===== src/rtl/csr_issue_unit.sv =====
// CSR issue stage: in-order instruction queue with serialised dispatch to the CSR execute unit.
// Operands are resolved at the head (immediate, bypass or GRF) when the op is dispatched.
module csr_issue_unit #(
  parameter int INSTR_W = 113,
  parameter int DATA_W  = 32,
  parameter int DEPTH   = 16,
  parameter int DEP_W   = 4
) (
  input  logic                          clk,
  input  logic                          rstn,
  input  logic                          i_enq_valid,
  output logic                          o_enq_ready,
  input  logic [INSTR_W-1:0]            i_enq_instr,
  input  logic                          i_enq_use_imm,
  input  logic [DATA_W-1:0]             i_enq_imm,
  input  logic [DEP_W-1:0]              i_enq_dep_l,
  input  logic [DEP_W-1:0]              i_enq_dep_r,
  output logic [INSTR_W-1:0]            o_head_instr,
  input  logic [DATA_W-1:0]             i_grf_l,
  input  logic [DATA_W-1:0]             i_grf_r,
  input  logic                          i_byp_valid,
  input  logic [DATA_W-1:0]             i_byp_l,
  input  logic [DATA_W-1:0]             i_byp_r,
  output logic                          o_exe_valid,
  input  logic                          i_exe_ready,
  output logic [INSTR_W+2*DATA_W-1:0]   o_exe_payload,
  input  logic                          i_wb_done,
  input  logic                          i_flush,
  output logic [$clog2(DEPTH):0]        o_count,
  output logic                          o_empty,
  output logic                          o_busy
);

  localparam int AW    = $clog2(DEPTH);
  localparam int PW    = AW + 1;
  localparam int PAY_W = INSTR_W + 2 * DATA_W;

  typedef enum logic [1:0] {
    IDLE    = 2'd0,
    ISSUE   = 2'd1,
    WAIT_WB = 2'd2
  } state_t;

  typedef struct packed {
    logic [INSTR_W-1:0] instr;
    logic               useImm;
    logic [DATA_W-1:0]  imm;
    logic [DEP_W-1:0]   depL;
    logic [DEP_W-1:0]   depR;
  } entry_t;

  state_t            state_r;
  state_t            stateNxt_s;
  entry_t            mem_r [DEPTH];
  entry_t            head_s;
  entry_t            enqEntry_s;
  logic [PW-1:0]     wrPtr_r;
  logic [PW-1:0]     rdPtr_r;
  logic              full_s;
  logic              empty_s;
  logic              enqFire_s;
  logic              pop_s;
  logic              canDisp_s;
  logic              readyL_s;
  logic              readyR_s;
  logic [DATA_W-1:0] opL_s;
  logic [DATA_W-1:0] opR_s;
  logic [DEP_W-1:0]  bypTag_s;
  logic              exeValid_r;
  logic [PAY_W-1:0]  payload_r;

  // Full when the wrap bits differ but the index bits match.
  assign full_s     = (wrPtr_r[AW] != rdPtr_r[AW]) && (wrPtr_r[AW-1:0] == rdPtr_r[AW-1:0]);
  assign empty_s    = (wrPtr_r == rdPtr_r);
  assign enqFire_s  = i_enq_valid && !full_s && !i_flush;
  assign head_s     = mem_r[rdPtr_r[AW-1:0]];
  assign bypTag_s   = {DEP_W{1'b1}};
  assign enqEntry_s = '{instr: i_enq_instr, useImm: i_enq_use_imm, imm: i_enq_imm,
                        depL: i_enq_dep_l, depR: i_enq_dep_r};

  // Queue storage write port; data only, so no reset is needed.
  always_ff @(posedge clk) begin
    if (rstn && enqFire_s) begin
      mem_r[wrPtr_r[AW-1:0]] <= enqEntry_s;
    end
  end

  // Head operand selection and readiness.
  always_comb begin
    opL_s    = '0;
    opR_s    = '0;
    readyL_s = 1'b0;
    readyR_s = 1'b0;
    if (head_s.useImm) begin
      opL_s    = head_s.imm;
      readyL_s = 1'b1;
    end else if (head_s.depL == bypTag_s) begin
      opL_s    = i_byp_l;
      readyL_s = i_byp_valid;
    end else begin
      opL_s    = i_grf_l;
      readyL_s = 1'b1;
    end
    if (head_s.depR == bypTag_s) begin
      opR_s    = i_byp_r;
      readyR_s = i_byp_valid;
    end else begin
      opR_s    = i_grf_r;
      readyR_s = 1'b1;
    end
  end

  assign canDisp_s = !empty_s && readyL_s && readyR_s && !i_flush;

  // Dispatch FSM next-state and pop decision.
  always_comb begin
    stateNxt_s = state_r;
    pop_s      = 1'b0;
    case (state_r)
      IDLE: begin
        if (canDisp_s) begin
          pop_s      = 1'b1;
          stateNxt_s = ISSUE;
        end else begin
          stateNxt_s = IDLE;
        end
      end
      ISSUE: begin
        if (i_exe_ready) begin
          stateNxt_s = WAIT_WB;
        end else begin
          stateNxt_s = ISSUE;
        end
      end
      WAIT_WB: begin
        if (i_wb_done && canDisp_s) begin
          pop_s      = 1'b1;
          stateNxt_s = ISSUE;
        end else if (i_wb_done) begin
          stateNxt_s = IDLE;
        end else begin
          stateNxt_s = WAIT_WB;
        end
      end
      default: begin
        stateNxt_s = IDLE;
      end
    endcase
  end

  // FSM state register; flush returns to IDLE.
  always_ff @(posedge clk) begin
    if (!rstn) begin
      state_r <= IDLE;
    end else if (i_flush) begin
      state_r <= IDLE;
    end else begin
      state_r <= stateNxt_s;
    end
  end

  // Queue pointers with an extra wrap bit.
  always_ff @(posedge clk) begin
    if (!rstn) begin
      wrPtr_r <= {PW{1'b0}};
      rdPtr_r <= {PW{1'b0}};
    end else if (i_flush) begin
      wrPtr_r <= {PW{1'b0}};
      rdPtr_r <= {PW{1'b0}};
    end else begin
      wrPtr_r <= wrPtr_r + PW'(enqFire_s);
      rdPtr_r <= rdPtr_r + PW'(pop_s);
    end
  end

  // Execute-side handshake registers; payload stays stable while valid.
  always_ff @(posedge clk) begin
    if (!rstn) begin
      exeValid_r <= 1'b0;
      payload_r  <= {PAY_W{1'b0}};
    end else if (i_flush) begin
      exeValid_r <= 1'b0;
      payload_r  <= {PAY_W{1'b0}};
    end else if (pop_s) begin
      exeValid_r <= 1'b1;
      payload_r  <= {head_s.instr, opL_s, opR_s};
    end else if (state_r == ISSUE && i_exe_ready) begin
      exeValid_r <= 1'b0;
    end else begin
      exeValid_r <= exeValid_r;
    end
  end

  assign o_enq_ready   = !full_s;
  assign o_head_instr  = empty_s ? {INSTR_W{1'b0}} : head_s.instr;
  assign o_exe_valid   = exeValid_r;
  assign o_exe_payload = payload_r;
  assign o_count       = wrPtr_r - rdPtr_r;
  assign o_empty       = empty_s;
  assign o_busy        = (state_r != IDLE);

endmodule


===== config.mk =====
export PLATFORM = sky130hd
export DESIGN_NAME = csr_issue_unit
export DESIGN_NICKNAME = d
export VERILOG_FILES = /design/src/rtl/csr_issue_unit.sv
export SDC_FILE = /design/constraint.sdc
export NUM_CORES = 2
export LEC_CHECK = 0
export ABC_AREA = 1
export BUFFER_PORTS_ARGS = -buffer_cell sky130_fd_sc_hd__buf_4
export CAP_MARGIN = 25
export CORE_UTILIZATION = 23
export CTS_BUF_LIST = sky130_fd_sc_hd__clkbuf_4 sky130_fd_sc_hd__clkbuf_8
export DETAILED_ROUTE_END_ITERATION = 7
export GPL_TIMING_DRIVEN = 0
export SYNTH_ARGS = -nofsm -noshare
export SYNTH_HDL_FRONTEND = slang
export SYNTH_SLANG_ARGS = --single-unit

===== constraint.sdc =====
create_clock -name clk -period 12.8 [get_ports clk]
set_input_delay 0 -clock clk [delete_from_list [all_inputs] [get_ports clk]]
set_output_delay 0 -clock clk [all_outputs]
set_load 0.1 [all_outputs]

---- Yosys cells after proc, flatten, opt, wreduce, memory -nomap -nowiden ----
Memory sizes are Yosys's and may differ from the RTL's. A register that Yosys moved wholly into a read port is not among the register bits.
Cells that the tools add are included.
word-level totals
  register bits ........................... 190
  latch bits .............................. 0
  RAM bits ................................ 2464
  memory bits (read-only) ................. 0
  input port bits ......................... 289
  output and inout port bits .............. 299
  logic and storage cells ................. 53
  memories ................................ 1
cells by class
  add/subtract/negate cells ............... 3
  multiply operators ...................... 0
  divide/modulo/power cells ............... 0
  order comparisons ....................... 0
  eq/ne operators ......................... 7
  shift-type cells ........................ 0
  muxes and demuxes ....................... 20
  bitwise operators ....................... 1
  reduce and logical (&&, ||, !) cells .... 16
memory list
  memory  depth  bits a word  rd ports  clocked after memory_dff  wr ports  line  source
  mem_r   16     154          1         1                         1         54    entry_t mem_r [DEPTH];
operators by type and width
  cell                  number
  $mux W113             1
  $mux W32              3
  $add A5 B1 Y5         2
  $mux W1               10
  $logic_and A1 B1 Y1   9
  $eq A4 B4 Y1 const B  2
  $mux W2               3
  $pmux W2 S3           1
  $eq A5 B5 Y1          1
  $sub A5 B5 Y5         1
  $eq A4 B4 Y1          1
  $mux W4               1
  $reduce_bool A2 Y1    2
  $logic_not A1 Y1      3
  $eq A2 B1 Y1 const B  1
  $eq A2 B2 Y1 const B  1
  $logic_not A2 Y1      1
  $pmux W1 S2           1
  $reduce_or A2 Y1      1
  $ne A1 B1 Y1          1
  $not A1 Y1            1

---- Longest topological paths before layout ----
  depth in word-level cells ............... 11
  depth in mapped cells ................... 23
  depth with buffers taken out ............ 20

---- Least setup slack after synthesis ----
Ideal clock, no wire load.
  path type ............................... register to register
  start ................................... reg rdPtr_r[2]
  end ..................................... mem mem_r[0][0] (netlist bit), enable pin
  setup time .............................. 0.670 ns
  arrival ................................. 9.178 ns
  required time ........................... 12.130 ns
  path slack .............................. 2.951 ns
  stages on the path, launching flop included .. 13
  buffers on the path ..................... 3
  clock period less this slack ............ 9.849 ns
  path through ............................ dfxtp_1 > buf_2 > inv_1 > clkbuf_1 > clkbuf_1 > ha_1 > nand4_1 > inv_1 > nand2_1 > nand2_1 > nor2_1 > nand3_1 > nor2_1
between the ends
  word-level cells in the longest chain between the ends .. 8
ends and longest elaborated chain
  what                               line  source
  from (decl)                        58    logic [PW-1:0] rdPtr_r;
  from (signal assigned)             166   rdPtr_r <= {PW{1'b0}};
  from (signal assigned)             169   rdPtr_r <= {PW{1'b0}};
  from (signal assigned)             172   rdPtr_r <= rdPtr_r + PW'(pop_s);
  $eq A4 B4 Y1                       73    assign full_s = (wrPtr_r[AW] != rdPtr_r[AW]) && (wrPtr_r[AW-1:0] == rdPtr_r[AW-1:0]);
  $logic_and A1 B1 Y1                73
  $logic_not A1 Y1                   --
  via o_enq_ready                    12    output logic o_enq_ready,
  $logic_and A1 B1 Y1 (2 in series)  75    assign enqFire_s = i_enq_valid && !full_s && !i_flush;
  $logic_and A1 B1 Y1                83    if (rstn && enqFire_s) begin
  $mux W1                            83
  $mux W1 (not written as such)      84    mem_r[wrPtr_r[AW-1:0]] <= enqEntry_s;
  to (decl)                          54
The timed path passes the listed nets, and every way through them passes these cells.

---- Worst setup path in the final report ----
  start ................................... reg rdPtr_r[2]
  end ..................................... out o_head_instr[95]
between the ends
  word-level cells in the longest chain between the ends .. 2
ends and longest elaborated chain
  what          line  source
  $eq A5 B5 Y1  74    assign empty_s = (wrPtr_r == rdPtr_r);
  $mux W113     195   assign o_head_instr = empty_s ? {INSTR_W{1'b0}} : head_s.instr;
  to (decl)     18    output logic [INSTR_W-1:0] o_head_instr,
Every way passes these cells.

==> flow_summary.ini <==
[clock_tree]
cts_resized = 0
cts_htree_levels = 5
hold_buffers = 575
clk_latency_ns = 1.17
clock_sink_count = 2654
postCtsSetupBuffers = 0
cts_tree = yes
ctsLongestPathBuffers = 4
clk_pin_slew_ns = 0.06
cts_buffers = 434
ctsRootBufferMaster = clkbuf_8

[timing]
worst_pin_slew_ns = 1.16
maxSlewViolCount = 0
finClkSkew_ns = 0.147
fin_crit_sh_pct = 54.2
fmax_mhz = 144
slew_headroom_pct = 22.4
setup_viol = 0
final_hold_viol_count = 0
rsz0062_at_grt = false
setup_tns_ns = 0
holdWs_ns = 0.162
finalCriticalPeriod_ns = 6.93

[yosys]
synth_ff_type = edfxtp_1
synth_top_cell_by_area = edfxtp_1
yosys_warnings = 0
yosys.cell_count.top_type = edfxtp_1
async_flop_share_pct = 0
synthTopCellsByArea = edfxtp_1 71%, nor2_1 6.4%, o21ai_0 6.1%
ys_seq_area_share_pct = 75.1
synth_edf_count = 2464
syn_nets = 8560
synthCells = 8262
synthesis.area_um2 = 104000
synth_commonest_cells = 2464 x edfxtp_1, 1760 x nor2_1, 1253 x o21ai_0, 806 x nand2_1, 414 x o22ai_1
synth_top_area_share_pct = 71.4
synth-seq-cells = 2654
postSynthAreaPerCell_um2 = 12.5
yosysUniqueCellTypes = 30

[run_status]
violations = antenna violations
status = complete, but fails checks

[job]
drv_cap = 0

[setup_path]
critical_path.max_fanout = 10
max_stage_delay_ns = 0.83
crit_path_end_kind = primary output
cp_cell_sequence = buf_2 -> inv_1 -> clkbuf_2 -> clkbuf_1 -> ha_1 -> nand4_1 -> nor2_4 -> buf_12 -> clkbuf_2 -> clkbuf_1 -> nor2_1 -> buf_4
cpLargestDelayFamily = buffers and inverters
worst_setup_path_start_kind = flop
crit_buf_inv = 8
cp_data_arrival_time_ns = 6.93
slowest_stage = clkbuf_1
critPathKind = reg -> out
cp.required_ns = 12.80

[drt]
vias = 77004
first_pass_iters = 7
drc_errors = 0
vias_per_cell = 4.71
avgRoutedWirePerCell_um = 24.5
drt-initial-drc-count = 8978
routed_wl_um = 401000
drtAntennaViolNets = 1

[placed_design]
numPortBuffers = 587
placed_area_um2 = 118000
dp_hpwl_um = 280000
gp_congestion = 0.837

[global_route]
grt_pass1_vias = 73501
grt_antenna_before_repair = 130
grt_overflow = 0
grt_start_max_net_pins = 29
grt_pass1_wl_um = 552000
grt_util_all_layers_pct = 16.9

[finish]
fillers = 45451
fin_area_um2 = 133000
synthToLayoutAreaGrowth_pct = 28.2
layout.nets = 10305
layout-drive-gt1-share_pct = 15.7
final_core_util_pct = 29.6

[floorplanning]
die-area_um2 = 453000
start_util_pct = 23.1
rows = 246
die_h_um = 673
die_x_um = 673
ioPinCount = 588
core_area_um2 = 449000

[pwr]
p_per_area_nw_per_um2 = 135
cellLeakagePower_uw = 0.0452
irDropWorstVdd_v = 0.0000972

[min_path]
hp-class = in -> reg
[stage by stage]
stage               worst slack [ns]  cells  power (µW)
floorplan                       2.95   8262       10000
global placement               -6.45  14801       10400
global route                    5.83  16326       18300
CTS                             5.87  16317       17900
finish                          5.87  16360       17900
detailed placement              6.04  14947       10400
[tightest hold or removal path, stage by stage]
cell and delay (ns):
buf_4 0.08, inv_1 0.12, nand2_1 0.11, nand2_1 0.05, o21ai_0 0.12, dlygate4sd3_1 0.55
nor2_1 0.04, nor2_1 0.08
[cell type report]
type	count	area (µm²)	area share, %
tap	5952	7450	5.61
antenna	42	105	0.0792
buffer	586	2600	1.96
timing repair buffer	1309	12900	9.71
clock buffer	590	7250	5.46
clock inverter	205	1330	1.00
inverter	115	434	0.327
sequential	2654	77800	58.6
multi-input combinational	4907	22900	17.3
[power by group]
group | switching [µW] | internal [µW]
clock | 3560 | 3890
sequential | 9.27 | 9500
combinational | 628 | 293
[path summary, 6_finish.rpt]
kind              slack [ns]                            start  depth (start not counted)                              end
hold / removal          0.16                      i_byp_l[12]                          8   o_exe_payload[44]$_SDFFE_PP0P_
hold reg to reg         0.47  o_exe_payload[166]$_SDFFE_PP0P_                          2  o_exe_payload[166]$_SDFFE_PP0P_
setup reg to reg        6.16            rdPtr_r[2]$_SDFF_PP0_                         16          mem_r[10][94]$_DFFE_PP_
setup / recovery        5.87            rdPtr_r[2]$_SDFF_PP0_                         12                 o_head_instr[95]
[flip-flops by register name (all words and copies together), names as in the netlist]
signal / flops
mem_r: 2464
o_exe_valid: 1
wrPtr_r: 5
rdPtr_r: 5
o_exe_payload: 177
state_r: 2
[layer usage]
layer / track usage, % / share of wire [%] / vias to the layer above
met4: 8.98 / 6.0 / 56
met3: 4.03 / 9.5 / 922
met2: 27.5 / 46 / 4192
met1: 20.8 / 38 / 38005
met5: 0 / 0.086 / -
li1: - / - / 33829
[cells by family (layout without fill, tap and decap cells)]
family / after synthesis / after routing / share of synthesized area, %
and+or+nand+nor: 2868 / 2868 / 10.8
DFF: 2654 / 2654 / 75.1
AOI/OAI and AO/OA: 2022 / 2022 / 11.0
buffers and inverters: 701 / 2805 / 2.92
adders and majority gates: 9 / 9 / 0.116
xor gates and xnor gates: 8 / 8 / 0.0676
other: 0 / 42 / 0
[placed cells by master (no fill, tap or decap), drive strengths merged, types with 62 or more instances in the layout]
cell type	synthesis	final
a21oi	62	62
a31oi	70	70
buf	222	956
clkbuf	364	954
clkinv	0	173
dfxtp	190	190
dlygate4sd3	0	575
edfxtp	2464	2464
inv	115	133
nand2	808	808
nand3	282	282
nor2	1760	1760
o21ai	1296	1296
o221ai	168	168
o22ai	414	414
(Power assumes the default switching activity.)
